### src/rtl/operand_b_queue.sv
// rtl/operand_b_queue.sv - operand-B source select/negate feeding a 2-entry valid/ready queue
module operand_b_queue #(
  parameter int N_BUS = 16,
  parameter int N_IMM = 11
) (
  input  logic               i_clk,
  input  logic               i_rst_n,
  input  logic               i_flush,
  input  logic               i_valid,
  output logic               o_ready,
  input  logic [1:0]         i_sel,
  input  logic               i_sext,
  input  logic               i_neg,
  input  logic [N_BUS-1:0]   i_DATA,
  input  logic [N_IMM-1:0]   i_IMM,
  input  logic [N_BUS-1:0]   i_ACC,
  output logic               o_valid,
  input  logic               i_ready,
  output logic [N_BUS-1:0]   o_MUL_B
);

  logic [N_BUS-1:0] imm_ext;
  logic [N_BUS-1:0] src;
  logic [N_BUS-1:0] val;
  logic [N_BUS-1:0] head;
  logic [N_BUS-1:0] tail;
  logic [1:0]       count;
  logic             acc;
  logic             pop;

  generate
    if (N_IMM < N_BUS) begin : g_ext
      assign imm_ext = {{(N_BUS-N_IMM){i_sext & i_IMM[N_IMM-1]}}, i_IMM};
    end else begin : g_noext
      assign imm_ext = i_IMM;
    end
  endgenerate

  always_comb begin
    src = '0;
    case (i_sel)
      2'd0:    src = i_DATA;
      2'd1:    src = imm_ext;
      2'd2:    src = i_ACC;
      default: src = '0;
    endcase
  end

  // Two's-complement negate; the most negative value wraps onto itself.
  assign val = i_neg ? ((~src) + {{(N_BUS-1){1'b0}}, 1'b1}) : src;

  assign o_ready = (count != 2'd2);
  assign o_valid = (count != 2'd0);
  assign acc     = i_valid & o_ready;
  assign pop     = o_valid & i_ready;
  assign o_MUL_B = o_valid ? head : '0;

  // head always holds the oldest entry; tail is only meaningful at count 2.
  always_ff @(posedge i_clk or negedge i_rst_n) begin
    if (!i_rst_n) begin
      count <= 2'd0;
      head  <= '0;
      tail  <= '0;
    end else if (i_flush) begin
      count <= 2'd0;
    end else begin
      case (count)
        2'd0: begin
          if (acc) begin
            head  <= val;
            count <= 2'd1;
          end
        end
        2'd1: begin
          if (acc && pop) begin
            head <= val;
          end else if (acc) begin
            tail  <= val;
            count <= 2'd2;
          end else if (pop) begin
            count <= 2'd0;
          end
        end
        2'd2: begin
          if (pop) begin
            head  <= tail;
            count <= 2'd1;
          end
        end
        default: count <= 2'd0;
      endcase
    end
  end

endmodule

### config.mk
export PLATFORM = sky130hd
export DESIGN_NAME = operand_b_queue
export DESIGN_NICKNAME = d
export VERILOG_FILES = /design/src/rtl/operand_b_queue.sv
export SDC_FILE = /design/constraint.sdc
export NUM_CORES = 1
export LEC_CHECK = 0
export CAP_MARGIN = 20
export CORE_UTILIZATION = 51
export DETAILED_ROUTE_END_ITERATION = 8
export PLACE_DENSITY_LB_ADDON = 0.05
export SLEW_MARGIN = 30
export SYNTH_ARGS = -nofsm -noshare
export SYNTH_HDL_FRONTEND = slang
export SYNTH_SLANG_ARGS = --single-unit
export TNS_END_PERCENT = 30
### constraint.sdc
create_clock -name i_clk -period 2.9 [get_ports i_clk]
set_clock_uncertainty 0.05 [all_clocks]
set_input_delay 0.435 -clock i_clk [delete_from_list [all_inputs] [get_ports i_clk]]
set_output_delay 0.435 -clock i_clk [all_outputs]
set_load 0.005 [all_outputs]
==> impl_metrics.py <==
metrics = {
    "layout": {
        "final_net_count": 400,
        "area_growth_syn_to_layout_pct": 45.1,
        "drive_above_1_share": 0.161,
        "stdcell_count": 398,
        "antenna-diode-count": 0,
    },
    "logic_synthesis": {
        "yosysTopAreaCellShare": 0.378,
        "yosysWarningCount": 0,
        "syn-mean-instance-area_sq_um": 8.73,
        "synth_seq_area_share": 0.378,
        "synth_commonest_cells": "sky130_fd_sc_hd__dfrtp_1 (34), sky130_fd_sc_hd__a21oi_1 (29), sky130_fd_sc_hd__nand2_1 (29)",
        "synth_fp_nets": 311,
        "synth_async_sr_flop_share": 1.00,
        "count_of_state_elements_after_synthesis": 34,
        "synth.distinct_cells": 39,
        "synth_area_leaders": "sky130_fd_sc_hd__dfrtp_1 (38%), sky130_fd_sc_hd__a21oi_1 (6.4%), sky130_fd_sc_hd__nor2b_1 (5.6%)",
        "synthesis.area_sq_um": 2250,
        "synth_top_cell_by_area": "sky130_fd_sc_hd__dfrtp_1",
        "ys.flop_type": "sky130_fd_sc_hd__dfrtp_1",
        "synth_edf_count": 0,
        "synth.most_common_cell": "sky130_fd_sc_hd__dfrtp_1",
        "synth_cells": 258,
    },
    "drt": {
        "totalWireLength_mm": 5.33,
        "drt_pre_antenna_iters": 5,
        "via_count": 2185,
        "detail-route-antenna-nets": 0,
        "drt-vias-per-instance": 5.49,
        "drc_errors": 0,
        "dr.first_iter.drc_count": 179,
        "wl_per_cell_um": 13.4,
    },
    "critical_path": {
        "arrival_ps": 2920,
        "timing.setup.critical_path_class": "primary input to flip-flop",
        "timing.reg2reg.setup_slack_ps": 1170,
        "worst_setup_path_start_kind": "primary input",
        "worstPathMaxFanout": 12,
        "crit-reg2reg-capture": "head[14]",
        "worst_setup_path_end": "head[14]",
        "crit_path_start": "i_sel[1]",
        "rr_startpoint": "count[1]",
        "r2r.worst_path.cells": 6,
        "required_ps": 3050,
        "endpoint_kind": "flip-flop",
    },
    "clock_tree": {
        "cts_tree": "built",
        "ctsRootBufferMaster": "sky130_fd_sc_hd__clkbuf_8",
        "cts_setup_buffers": 0,
        "inserted_clock_buffers": 5,
        "clock_sink_count": 34,
        "insertion_delay_ps": 290,
        "holdBufCountCts": 0,
        "cts.htree.levels": 2,
        "clock_tree.buffer_depth": 2,
        "cts.reportedPaths.clkPinSlew_ps": 70,
    },
    "floorplanning": {
        "floorplan.rows": 23,
        "initial_util": 0.548,
        "die_width_um": 68.5,
        "core_area_sq_um": 4120,
        "floorplan.die.height_um": 68.5,
        "die_area_sq_um": 4690,
        "top_level_ports": 70,
    },
    "power_and_ir_drop": {
        "power_uw": 1590,
        "vdd_ir_drop_max_mv": 0.261,
        "power_leakage_uw": 0.00139,
        "power-per-cell-area_nw_per_um2": 485,
    },
    "global_routing": {
        "grt_antenna_before_repair": 0,
        "grt_overflow": 0,
        "grt_max_degree": 35,
        "vias_in_the_first_global_route": 1906,
        "global_route.usage.total": 0.249,
        "grt_first_pass_wirelength_mm": 8.57,
    },
    "place": {
        "hpwlAfterDp_mm": 4.06,
        "cell_count_after_placement": 390,
        "placement.io_buffers": 69,
        "place_congestion": 0.805,
    },
    "sta": {
        "timing.fmax_ghz": 0.361,
        "maxSlewViolCount": 0,
        "tightest_slew_ps": 628,
        "final.period_utilization": 0.956,
        "timing.final.setup_violations": 0,
        "hold_slack_ps": 424,
        "max_slew_margin": 0.580,
        "rsz0062_at_grt": "yes",
        "hold_viol_final": 0,
        "period_needed_ps": 2770,
    },
    "flow_run": {
        "timing.max_cap.violations": 0,
    },
    "hold_path": {
        "hold_path_startpoint": "head[2]",
        "holdCritPathClass": "flip-flop to flip-flop",
    },
    "outcome": {
        "run_status": "finished clean",
    },
}
layer usage:
metal	track usage	vias up	share of wire	wire [um]
met5	0	-	0	0
li1	-	1093	-	-
met1	0.320	1009	0.45	2400
met3	0.0517	7	0.054	289
met2	0.411	76	0.48	2580
met4	0.0833	0	0.012	62
cell type report:
cell class | count | area, sq um
multi-input cells | 203 | 1320
repair buffers | 97 | 903
flip-flops and latches | 34 | 851
fillers | 280 | 845
clock buffers | 5 | 68.8
well taps | 50 | 62.6
clock inverters | 3 | 40.0
inverters | 6 | 22.5
per-stage QoR:
stage / setup slack (ps) / TNS (ps) / util / area (sq um)
6_report: 128 / 0 / 0.795 / 3270
5_1_grt: -11.3 / -11.3 / 0.795 / 3270
4_1_cts: 109 / 0 / 0.790 / 3250
3_5_place_dp: -446 / -6020 / 0.763 / 3140
3_3_place_gp: -311 / -4210 / 0.763 / 3140
2_1_floorplan: 122 / 0 / - / 2250
repair_timing:
item,4_1_cts,5_1_grt
pin swaps,1,0
endpoints found under the setup margin,8,3
gates resized for setup,3,2
critical path: stages:
cell and delay (ps):
sky130_fd_sc_hd__clkdlybuf4s50_1 420, sky130_fd_sc_hd__nor2b_2 240, sky130_fd_sc_hd__o2bb2ai_2 150, sky130_fd_sc_hd__or4_4 540, sky130_fd_sc_hd__or3_4 420, sky130_fd_sc_hd__o41ai_4 300
sky130_fd_sc_hd__xor2_1 130, sky130_fd_sc_hd__a311oi_1 280
flip-flops by register name (all words and copies together), names as in the netlist:
name,flops
count,2
tail,16
head,16
how the worst min path moves through the flow:
stage / endpoint / slack, ps / depth (start not counted)
6_report: head[2] / 420 / 2
2_1_floorplan: count[0] / 90 / 0
3_3_place_gp: head[6] / 400 / 2
3_5_place_dp: head[2] / 420 / 2
5_1_grt: head[0] / 450 / 2
4_1_cts: head[2] / 430 / 2
cell families after synthesis:
logic type | after synthesis | synth area share
muxes | 20 | 0.0949
xor gates and xnor gates | 14 | 0.0544
AOI/OAI and AO/OA | 70 | 0.207
and+or+nand+nor | 98 | 0.216
DFF | 34 | 0.378
buffers and inverters | 21 | 0.0450
adders and majority gates | 1 | 0.00555
placed cells by master (no fill, tap or decap), types with 2 or more instances in the layout:
| cell type | instances |
|---|---|
| sky130_fd_sc_hd__xnor2_1 | 10 |
| sky130_fd_sc_hd__inv_1 | 5 |
| sky130_fd_sc_hd__o21a_1 | 2 |
| sky130_fd_sc_hd__xor2_1 | 4 |
| sky130_fd_sc_hd__clkdlybuf4s50_1 | 68 |
| sky130_fd_sc_hd__a21oi_1 | 29 |
| sky130_fd_sc_hd__nand3_1 | 17 |
| sky130_fd_sc_hd__o21ai_0 | 15 |
| sky130_fd_sc_hd__nor3_1 | 3 |
| sky130_fd_sc_hd__clkinv_2 | 2 |
| sky130_fd_sc_hd__and3_1 | 3 |
| sky130_fd_sc_hd__mux2_2 | 11 |
| sky130_fd_sc_hd__o2bb2ai_1 | 7 |
| sky130_fd_sc_hd__o41ai_4 | 2 |
| sky130_fd_sc_hd__dfrtp_1 | 34 |
| sky130_fd_sc_hd__nor2_1 | 18 |
| sky130_fd_sc_hd__mux2i_1 | 9 |
| sky130_fd_sc_hd__nand2_1 | 29 |
| sky130_fd_sc_hd__a22oi_1 | 3 |
| sky130_fd_sc_hd__buf_4 | 27 |
| sky130_fd_sc_hd__nor2b_1 | 19 |
| sky130_fd_sc_hd__o31ai_1 | 5 |
| sky130_fd_sc_hd__clkbuf_8 | 5 |
report_power, final:
group          internal, uW  switching, uW  leakage, uW
Combinational           286            219     0.000919
Sequential              597           59.2     0.000418
Clock                   253            174    0.0000579
Total                  1140            452      0.00139
Power figures use the tool's default switching activity.
